`src/rtl/code_lock_dialer.sv`:
```
// Replays a stored multi-digit decimal code as 4-bit strobes, MSD first,
// with a programmable gap before each digit.
module code_lock_dialer #(
  parameter int p_divider = 17_865_771,
  parameter int p_digits  = 4
) (
  input  logic       i_clk,
  input  logic       i_rst,
  input  logic [3:0] i_value [p_digits-1:0],
  input  logic       i_start,
  input  logic       i_abort,
  output logic [3:0] o_code,
  output logic       o_code_vld,
  output logic       o_busy,
  output logic       o_done,
  output logic       o_err
);

  localparam int DW = $clog2(p_divider + 1);
  localparam int IW = (p_digits > 1) ? $clog2(p_digits) : 1;
  localparam logic [DW-1:0] DIV_LAST = DW'(p_divider - 1);
  localparam logic [IW-1:0] IDX_TOP  = IW'(p_digits - 1);

  typedef enum logic [2:0] {
    S_IDLE,
    S_WAIT,
    S_SEND,
    S_DONE,
    S_ERR
  } state_t;

  state_t        r_state;
  logic [3:0]    r_snap [p_digits-1:0];
  logic [IW-1:0] r_idx;
  logic [DW-1:0] r_div;
  logic [3:0]    r_code;
  logic          r_vld;
  logic          r_busy;
  logic          r_done;
  logic          r_err;
  logic          w_bad;

  always_comb begin
    w_bad = 1'b0;
    for (int i = 0; i < p_digits; i++) begin
      if (i_value[i] > 4'd9) w_bad = 1'b1;
    end
  end

  // Outputs are registered against the state being entered,
  // so each pulse lines up with the cycle spent in that state.
  always_ff @(posedge i_clk) begin
    if (!i_rst) begin
      r_state <= S_IDLE;
      r_snap  <= '{default: '0};
      r_idx   <= '0;
      r_div   <= '0;
      r_code  <= '0;
      r_vld   <= 1'b0;
      r_busy  <= 1'b0;
      r_done  <= 1'b0;
      r_err   <= 1'b0;
    end else begin
      r_code <= '0;
      r_vld  <= 1'b0;
      r_done <= 1'b0;
      r_err  <= 1'b0;
      if (i_abort) begin
        r_state <= S_IDLE;
        r_idx   <= '0;
        r_div   <= '0;
        r_busy  <= 1'b0;
      end else begin
        unique case (r_state)
          S_IDLE: begin
            if (i_start) begin
              if (w_bad) begin
                r_state <= S_ERR;
                r_err   <= 1'b1;
              end else begin
                r_state <= S_WAIT;
                r_snap  <= i_value;
                r_idx   <= IDX_TOP;
                r_div   <= '0;
                r_busy  <= 1'b1;
              end
            end
          end
          S_WAIT: begin
            if (r_div == DIV_LAST) begin
              r_state <= S_SEND;
              r_vld   <= 1'b1;
              r_code  <= r_snap[r_idx];
            end else begin
              r_div <= r_div + DW'(1);
            end
          end
          S_SEND: begin
            if (r_idx == '0) begin
              r_state <= S_DONE;
              r_done  <= 1'b1;
            end else begin
              r_state <= S_WAIT;
              r_idx   <= r_idx - IW'(1);
              r_div   <= '0;
            end
          end
          S_DONE: begin
            r_state <= S_IDLE;
            r_busy  <= 1'b0;
          end
          S_ERR: begin
            r_state <= S_IDLE;
          end
          default: begin
            r_state <= S_IDLE;
            r_busy  <= 1'b0;
          end
        endcase
      end
    end
  end

  assign o_code     = r_code;
  assign o_code_vld = r_vld;
  assign o_busy     = r_busy;
  assign o_done     = r_done;
  assign o_err      = r_err;

endmodule

```
`config.mk`:
```
export PLATFORM = sky130hd
export DESIGN_NAME = code_lock_dialer
export DESIGN_NICKNAME = d
export VERILOG_FILES = /design/src/rtl/code_lock_dialer.sv
export SDC_FILE = /design/constraint.sdc
export NUM_CORES = 1
export LEC_CHECK = 0
export ABC_AREA = 1
export ABC_CLOCK_PERIOD_IN_PS = 2160
export CAP_MARGIN = 20
export CORE_MARGIN = 1
export CORE_UTILIZATION = 57
export CTS_CLUSTER_SIZE = 28
export DETAILED_ROUTE_END_ITERATION = 7
export MAX_ROUTING_LAYER = met4
export PLACE_DENSITY = 0.79
export SLEW_MARGIN = 20
export SYNTH_ARGS = -nofsm -noshare
export SYNTH_HDL_FRONTEND = slang
export SYNTH_SLANG_ARGS = --single-unit
```
`constraint.sdc`:
```
create_clock -name i_clk -period 2.16 [get_ports i_clk]
set_clock_uncertainty 0.1 [all_clocks]
set_input_delay 0.432 -clock i_clk [delete_from_list [all_inputs] [get_ports i_clk]]
set_output_delay 0.432 -clock i_clk [all_outputs]
set_load 0.01 [all_outputs]
```
==> Word level (Yosys, flattened, before mapping) <==
Cells that the tools add are included.
{ "classes": {"add_sub_neg": 2, "eq_ne": 9, "n_reduce_logical": 15, "bitwise_logic": 9, "n_lt_le_gt_ge": 5, "mux": 26} }
{ "op_table": {"columns": ["cell", "count"], "rows": [
  ["25-bit 2-to-1 mux", 4],
  ["25-bit case mux with 3 select lines", 1],
  ["25-bit by 1-bit adder with 25-bit output (second input constant)", 1],
  ["25-bit equality test (second input constant)", 1],
  ["4-bit > comparator (second input constant)", 4],
  ["2-bit inequality test (second input constant)", 5],
  ["1-bit 2-to-1 mux", 9],
  ["3-bit 2-to-1 mux", 3],
  ["1-bit NOT", 9],
  ["3-bit case mux with 3 select lines", 1],
  ["3-bit OR reduction", 3],
  ["4-bit binary-select mux with 2-bit select", 1],
  ["2-bit 2-to-1 mux", 4],
  ["4-bit AND reduction", 2],
  ["4-bit OR reduction", 2],
  ["5-bit AND reduction", 1],
  ["4-bit 2-to-1 mux", 1],
  ["2-bit case mux with 2 select lines", 1],
  ["3-bit by 1-bit equality test with 1-bit output (second input constant)", 1],
  ["3-bit by 2-bit equality test with 1-bit output (second input constant)", 1],
  ["3-bit equality test (second input constant)", 1],
  ["3-bit zero test", 1],
  ["2-bit by 3-bit less-than comparator with 1-bit output (second input constant)", 1],
  ["3-bit AND reduction", 1],
  ["7 further kinds", 7]
]} }
{ "word_totals": {"out_inout_bits": 8, "input_bits": 20, "word_cells": 78, "regBits": 54} }

==> Logic depth before layout (Yosys ltp) <==
Gate-level depths: netlist (run 1).
{ "depth": {"ltp_word": 8, "depth_mapped": 12, "depth_no_buf": 12} }

==> Worst setup path after synthesis (run 1) <==
Ideal clock, no wire load.
{ "synth_timing": {"path_type": "register to register", "start": "reg r_idx[1]", "end": "reg r_div[3]", "path_stages_with_launch": 11, "t_arrival_ps": 1354, "path_slack_ps": 573, "period_less_slack_ps": 1587, "setup_time_ps": 132, "path_buffers": 2, "required_time_ps": 1928, "cell_sequence": "dfxtp_1 > clkbuf_1 > inv_1 > ha_1 > nand2_2 > nand3_4 > inv_2 > nand2_4 > buf_6 > nand2_1 > a21oi_1"} }
{ "synth_between": {"elab_chain_cells": 3} }
{ "synth_lines": {"columns": ["item", "line", "rtl"], "rows": [
  ["start: declaration", "34", "logic [IW-1:0] r_idx;"],
  ["start signal: assignment", "104", "r_idx <= r_idx - IW'(1);"],
  ["2-bit zero test", "99", "if (r_idx == '0) begin"],
  ["2-bit inequality test (no line)", null, null],
  ["5-bit AND reduction (no line)", null, null],
  ["end signal: assignment", "95", "r_div <= r_div + DW'(1);"],
  ["end: declaration", "35", "logic [DW-1:0] r_div;"]
]} }
No other way between the ends.
A chain may end at the register's enable or synchronous reset.

==> Final worst setup path (run 1) <==
{ "layout_timing": {"start": "in i_value[13] (netlist name)", "end": "reg r_div[5]"} }
{ "layout_between": {"elab_chain_cells": 4} }
{ "layout_lines": {"columns": ["item", "line", "rtl"], "rows": [
  ["start: declaration", "9", "input logic [3:0] i_value [p_digits-1:0],"],
  ["4-bit > comparator", "46", "if (i_value[i] > 4'd9) w_bad = 1'b1;"],
  ["1-bit 2-to-1 mux", "46", null],
  ["2-bit inequality test (no line)", null, null],
  ["5-bit AND reduction (no line)", null, null]
]} }
No other way between the ends.

==> summary.txt, run 1 <==
Run status
  • Status: finished clean

Min path
  • Hold Crit Depth: 2
  • Worst hold path class: flop to flop

Die
  • I/O pin total: 28
  • Die height: 74.25 um
  • Die outline area: 0.005513 sq mm
  • Starting Density: 60.97%
  • Rows: 25
  • Placeable Area: 0.004880 sq mm
  • Die W: 74.25 um

Clock tree
  • Htree depth: 2
  • CTS tree: yes
  • CTS resizes: 0
  • Worst skew pair latency: 0.31 ns
  • Hold buffers post-CTS: 0
  • Clock Path Buffers: 2
  • Root Driver: clkbuf_8
  • Number of buffers created by CTS: 5
  • TritonCTS Sinks: 54
  • Post-CTS Setup Inserts: 0
  • Clock transition at path regs: 0.11 ns

Setup path
  • CP max FO: 12
  • Crit-path cells: clkdlybuf4s50_1, nor2_1, nor2_1, nor2_1, nand2_1, nand2_1, nand3_4, nor2_4, nand2_1, a21oi_1
  • Critical Path AT: 2.02 ns
  • Critical Path Stages: 10
  • CP bufs+invs: 1
  • Crit-path slowest cell: clkdlybuf4s50_1
  • CP delay by family, top: simple AND/OR/NAND/NOR gates
  • Setup CP Type: input port to flop
  • R2R depth: 11
  • Worst Path Required: 2.30 ns
  • Crit path largest cell delay: 0.42 ns
  • CP endpoint kind: flop
  • Crit start category: input port

Timing
  • Peak Freq: 531.0 MHz
  • Slew Viols, Final: 0
  • Min cycle time layout: 1.883 ns
  • Setup violators final: 0
  • Period utilisation layout: 87.18%
  • Worst Tran Pin Value: 0.4492 ns
  • Final hold vios: 0
  • RSZ-0062 raised after global routing: false
  • Fin Setup TNS: 0 ns
  • Slew margin rel.: 69.95%

GRT
  • GRT met1 Usage: 30.35%
  • Vias in the first global route: 2,775
  • GR Util met3: 4.065%
  • GRT met2 Usage: 54.24%
  • GRT overflow: 0
  • Global-route wire length before repair: 11,830 um
  • Busiest grt layer: met2
  • Initial antenna violation count: 0
  • GRT Overall Usage: 28.87%
  • Largest net degree at the start of global routing: 25

Synthesis
  • Post-synthesis cell type count: 30
  • Synth Net Count: 492
  • Syn_area_per_cell: 6.344 sq um
  • YS warnings: 0
  • Synthesized area: 0.002975 sq mm
  • Post-synthesis sequential area ratio: 36.33%
  • Top FF cell, synth: dfxtp_1
  • Ys async rst share: 0%
  • Post-synth EDFFs: 0
  • Flops & latches, synth: 54
  • Mapped Cells: 469

Routing
  • Routed WL per cell: 12.68 um
  • First-iteration detailed-routing DRC count: 193
  • Drt first pass iters: 4
  • WL final: 7189 um
  • Routed vias/inst: 5.231
  • Vias: 2,966
  • DRC Markers: 0
  • Routed Antenna Nets: 0

Run
  • Max-cap violation count: 0

Cells and area
  • Fillers: 484
  • Area growth from synthesis to layout: 14.84%
  • Fin nets: 522
  • Final Core Density: 70.03%
  • Ant. Diodes: 0
  • Final Instance Area: 0.003417 sq mm
  • Share of layout cells above drive strength 1: 8.400%

Placement
  • Final HPWL DP: 5486 um
  • PortBufs: 27
  • Dpl cell area: 0.003319 sq mm
  • GPL Wtd Cong: 0.8992

Pwr
  • Peak supply drop: 307.2 uV
  • PwrDens: 529.3 mW/mm^2
  • Leakage dissipation: 1.215 nW
-- flip-flops by register name, summed over array words and instances (netlist names) --
register	flops
r_div	25
r_snap	16
o_code	4
r_state	3
r_idx	2
o_busy	1
o_code_vld	1
o_done	1
o_err	1
-- logic make-up (layout without fill, tap and decap cells) --
kind of cell / Yosys count / count (layout) / synth area share [%]
xor+xnor: 7 / 7 / 2.061
simple gates: 275 / 275 / 39.57
buf+inv: 61 / 92 / 8.662
compound gates: 69 / 69 / 12.11
fa+ha+maj: 3 / 3 / 1.262
flops: 54 / 54 / 36.33
-- worst paths after layout --
path | slack [ns] | start | end
setup / recovery | 0.28 | i_value[13] | r_div[5]$_SDFFE_PP0P_
hold / removal | 0.36 | r_snap[14]$_SDFFE_PN0P_ | r_snap[14]$_SDFFE_PN0P_
setup reg to reg | 0.29 | r_div[0]$_SDFFE_PP0P_ | r_div[5]$_SDFFE_PP0P_
hold reg to reg | 0.36 | r_snap[14]$_SDFFE_PN0P_ | r_snap[14]$_SDFFE_PN0P_
-- layout make-up --
| cell class | instances | area (sq um) | area share (%) |
|---|---|---|---|
| Timing Repair Buffer | 36 | 337.8 | 9.886 |
| Tap cell | 67 | 83.83 | 2.453 |
| Multi-Input combinational cell | 354 | 1637 | 47.89 |
| Clock buffer | 5 | 68.82 | 2.014 |
| Sequential cell | 54 | 1081 | 31.64 |
| Inverter | 48 | 180.2 | 5.273 |
| Clock inverter | 3 | 28.78 | 0.8422 |
-- Yosys cell counts (4+ instances only) --
cell type / n / area, sq um
nor2_1: 89 / 334.1
a21oi_1: 40 / 200.2
inv_1: 42 / 157.7
nand3_1: 28 / 140.1
nand2_2: 5 / 31.28
dfxtp_1: 54 / 1081
o21ai_0: 23 / 115.1
nor2_2: 4 / 25.02
nand2_1: 129 / 484.2
clkbuf_1: 5 / 18.77
or2_2: 5 / 31.28
o211ai_1: 5 / 37.54
inv_2: 5 / 18.77
xor2_1: 4 / 35.03
buf_2: 5 / 25.02
-- stage by stage --
stage / setup slack [ns] / power [mW] / hold WS (ns) / cells
after floorplan: 0.5732 / 1.149 / 0.3286 / 469
after global placement: 0.03865 / 1.208 / 0.3400 / 559
after detailed placement: -0.05643 / 1.213 / 0.3487 / 559
after CTS: 0.2704 / 1.819 / 0.3656 / 567
after global routing: 0.1302 / 1.885 / 0.3878 / 567
final: 0.2769 / 1.808 / 0.3631 / 567
-- routing by layer --
layer | wire length, um | share of wire, % | vias up
met5 | 0 | 0 | -
met4 | 189 | 2.6 | 0
met3 | 296 | 4.1 | 15
met2 | 3626 | 50 | 84
met1 | 3076 | 43 | 1327
li1 | - | - | 1540
-- layout by cell type (no fill, tap or decap), types with 2 or more instances in the layout --
cell	instances
or2_2	5
inv_2	5
clkdlybuf4s50_1	27
nor2_1	89
nand2_1	129
nand4_1	3
nor2_2	4
nor2_4	2
nand2_2	5
buf_4	9
o21ai_0	23
xor2_1	4
nand3_1	28
a21oi_1	40
o211ai_1	5
clkbuf_8	5
xnor2_1	3
inv_1	42
dfxtp_1	54
ha_1	3
nor3_1	3
-- worst register-to-register path: stages (launching register included) --
cell,delay [ns]
dfxtp_1,0.44
inv_1,0.13
ha_1,0.24
nand2_1,0.07
nor2_1,0.04
nand2_1,0.06
nor2_1,0.04
nand3_1,0.07
nand2_1,0.09
nor2_4,0.27
nand2_1,0.09
a21oi_1,0.18
-- report_power, final --
group / total, mW / internal, mW / switching, mW
clock network: 0.619 / 0.244 / 0.375
registers: 1.02 / 1.01 / 0.0108
logic: 0.170 / 0.0720 / 0.0976
total: 1.81 / 1.32 / 0.484
Note: power is estimated with default switching activity, not from simulation.
==> inputs of run 2 (changes only) <==
--- a/config.mk
+++ b/config.mk
@@ -10,8 +10,10 @@
 export CAP_MARGIN = 20
 export CORE_MARGIN = 1
 export CORE_UTILIZATION = 57
+export CTS_CLUSTER_DIAMETER = 60
 export CTS_CLUSTER_SIZE = 28
 export DETAILED_ROUTE_END_ITERATION = 7
+export GPL_TIMING_DRIVEN = 0
 export MAX_ROUTING_LAYER = met4
 export PLACE_DENSITY = 0.79
 export SLEW_MARGIN = 20
==> run 2 against run 1 <==
Compared with the run above: first-iteration DRC count grew 28%; clock power increased by 16%; wire length up 3.8%; setup slack got worse by 0.047 ns; critical endpoint is now r_div[15]$_SDFFE_PP0P_; largest cell class unchanged.
==> summary.txt, run 2 (synthesis results as in run 1) <==
Run status
  • Status: finished clean

Routing
  • DRC Markers: 0 (unchanged)
  • Routed Antenna Nets: 0 (unchanged)
  • WL final: 7462 um (+3.8%)
  • Routed vias/inst: 5.298 (+1.3%)
  • Vias: 3,025 (+2.0%)
  • Drt first pass iters: 5 (+1)
  • First-iteration detailed-routing DRC count: 248 (+28%)
  • Routed WL per cell: 13.07 um (+3.1%)

Timing
  • RSZ-0062 raised after global routing: false
  • Worst Tran Pin Value: 0.5431 ns (+0.09383 ns)
  • Final hold vios: 0 (unchanged)
  • Slew Viols, Final: 0 (unchanged)
  • Fin Setup TNS: 0 ns (unchanged)
  • Min cycle time layout: 1.930 ns (+0.04672 ns)
  • Peak Freq: 518.2 MHz (-2.4%)
  • Slew margin rel.: 63.68% (-6.3 points)
  • Setup violators final: 0 (unchanged)
  • Period utilisation layout: 89.34% (+2.2 points)

Clock tree
  • Root Driver: clkbuf_8
  • CTS tree: yes
  • Worst skew pair latency: 0.32 ns (about the same)
  • Number of buffers created by CTS: 5 (unchanged)
  • Clock transition at path regs: 0.11 ns (about the same)
  • TritonCTS Sinks: 54 (unchanged)
  • Htree depth: 2 (unchanged)
  • Hold buffers post-CTS: 0 (unchanged)
  • Clock Path Buffers: 2 (unchanged)

Cells and area
  • Fillers: 449 (-7.2%)
  • Final Core Density: 70.69% (+0.67 points)
  • Area growth from synthesis to layout: 15.94%
  • Share of layout cells above drive strength 1: 8.730% (+0.33 points)
  • Final Instance Area: 0.003450 sq mm (+0.95%)
  • Biggest register: r_div
  • Commonest non-fill, non-tap cell in the layout: nand2_1
  • Commonest cells after routing, fill and taps aside: nand2_1, nor2_1, dfxtp_1
  • Max FFs per register: 25 (unchanged)
  • Ant. Diodes: 0 (unchanged)
  • Fin nets: 526 (+0.77%)

Die
  • Starting Density: 60.97% (unchanged)
  • Die W: 74.25 um (unchanged)
  • Die outline area: 0.005513 sq mm (unchanged)
  • Die height: 74.25 um (unchanged)
  • Placeable Area: 0.004880 sq mm (unchanged)
  • Rows: 25 (unchanged)
  • I/O pin total: 28 (unchanged)

Setup path
  • Worst Path Required: 2.30 ns (about the same)
  • Setup CP Type: flop to flop
  • CP bufs+invs: 3 (+2)
  • Worst reg2reg path startpoint: r_idx[1]$_SDFFE_PP0P_
  • CP max FO: 10 (-2)
  • Crit start category: flop
  • Crit path largest cell delay: 0.35 ns (-0.07 ns)
  • Crit-path slowest cell: clkbuf_1
  • Critical Path AT: 2.07 ns (+0.05 ns)
  • CP endpoint kind: flop
  • CP delay by family, top: buffers and inverters
  • Crit-path cells: clkbuf_1, inv_1, ha_1, nand2_2, nand3_4, nor2_4, buf_6, nand2_1, a21oi_1
  • Critical path origin: r_idx[1]$_SDFFE_PP0P_

Pwr
  • Leakage dissipation: 1.224 nW (+0.74%)
  • Clock power frac: 37.5% (+3.3 points)
  • Sw Ratio: 24.99% (-1.8 points)
  • Comb pwr share: 9.4% (about the same)
  • Sequential share of power: 53.1% (-3.3 points)
  • Peak supply drop: 320.3 uV (+4.2%)
  • P_int: 1.438 mW (+8.5%)
  • PwrDens: 555.6 mW/mm^2 (+5.0%)
  • P_sw: 0.4790 mW (-0.96%)

GRT
  • Vias in the first global route: 2,752 (-0.83%)
  • Largest net degree at the start of global routing: 19 (-24%)
  • GRT overflow: 0 (unchanged)
  • GRT Overall Usage: 29.96% (+1.1 points)
  • Global-route wire length before repair: 12,060 um (+2.0%)
  • Initial antenna violation count: 0 (unchanged)

Placement
  • GPL Wtd Cong: 0.9660 (+7.4%)
  • Final HPWL DP: 5774 um (+5.2%)
  • Dpl cell area: 0.003329 sq mm (+0.30%)
  • PortBufs: 27 (unchanged)

Min path
  • Worst hold path class: flop to flop
  • Hold Crit Start: r_snap[13]$_SDFFE_PN0P_

Run
  • Max-cap violation count: 0 (unchanged)
==> run 2: changes by cell type in the layout (fill, tap and decap cells not counted), moves of 3 or more <==
cell      before  now
buf_4          9    0
buf_2          0    5
buf_6          0    3
clkbuf_1       0    4
==> run 2: power by group through the flow <==
stage / combinational [mW] / clock (mW) / sequential, mW
final: 0.180 / 0.718 / 1.02
after global routing: 0.200 / 0.754 / 1.02
after CTS: 0.180 / 0.724 / 1.02
after detailed placement: 0.179 / 0 / 1.04
after global placement: 0.175 / 0 / 1.04
after floorplan: 0.109 / 0 / 1.04
==> run 2: final timing paths <==
kind,slack [ns],to,depth (start not counted)
min,0.37,r_snap[13]$_SDFFE_PN0P_,2
min reg2reg,0.37,r_snap[13]$_SDFFE_PN0P_,2
max reg2reg,0.23,r_div[15]$_SDFFE_PP0P_,9
max,0.23,r_div[15]$_SDFFE_PP0P_,9
==> run 2: cell type report <==
cell class | instances | area [sq um] | area share (%)
Buffer | 13 | 78.83 | 2.285
Clock buffer | 5 | 68.82 | 1.995
Clock inverter | 3 | 47.55 | 1.378
Inverter | 48 | 180.2 | 5.223
Multi-Input combinational cell | 354 | 1639 | 47.52
Sequential cell | 54 | 1081 | 31.34
Tap cell | 67 | 83.83 | 2.430
Timing Repair Buffer | 27 | 270.3 | 7.835
==> run 2: what timing repair did <==
item                       in CTS  in global routing
resized for setup               0                  4
setup endpoints to repair       0                 13
setup buffers                   0                  0
==> run 2: worst min-delay path: stages, from the launching register on <==
cell     delay, ns
dfxtp_1       0.31
inv_1         0.06
a21oi_1       0.06
==> run 2: metal layers <==
metal  vias to the layer above  part of all wire [%]  global-route usage [%]
li1                       1546                     -                       -
met1                      1374                    42                   32.88
met2                        87                    51                   54.44
met3                        18                   4.5                   4.743
met4                         0                   2.6                   10.90
met5                         -                     0                       -
==> run 2: metrics by stage <==
stage               hold WS, ns  setup WS (ns)  instances  power, mW
floorplan                0.3286         0.5732        469      1.149
global placement         0.3411        -0.1894        563      1.216
detailed placement       0.3528        -0.2911        563      1.220
CTS                      0.3690        0.04741        571      1.922
global route             0.4075        0.04865        571      1.974
finish                   0.3693         0.2302        571      1.917
==> inputs of run 3 (changes only) <==
--- a/config.mk
+++ b/config.mk
@@ -7,11 +7,10 @@
 export LEC_CHECK = 0
 export ABC_AREA = 1
 export ABC_CLOCK_PERIOD_IN_PS = 2160
-export CAP_MARGIN = 20
 export CORE_MARGIN = 1
 export CORE_UTILIZATION = 57
 export CTS_CLUSTER_DIAMETER = 60
-export CTS_CLUSTER_SIZE = 28
+export CTS_CLUSTER_SIZE = 14
 export DETAILED_ROUTE_END_ITERATION = 7
 export GPL_TIMING_DRIVEN = 0
 export MAX_ROUTING_LAYER = met4
==> results of run 3 <==
No change in the layout: final DEF, timing and power equal those of run 2.
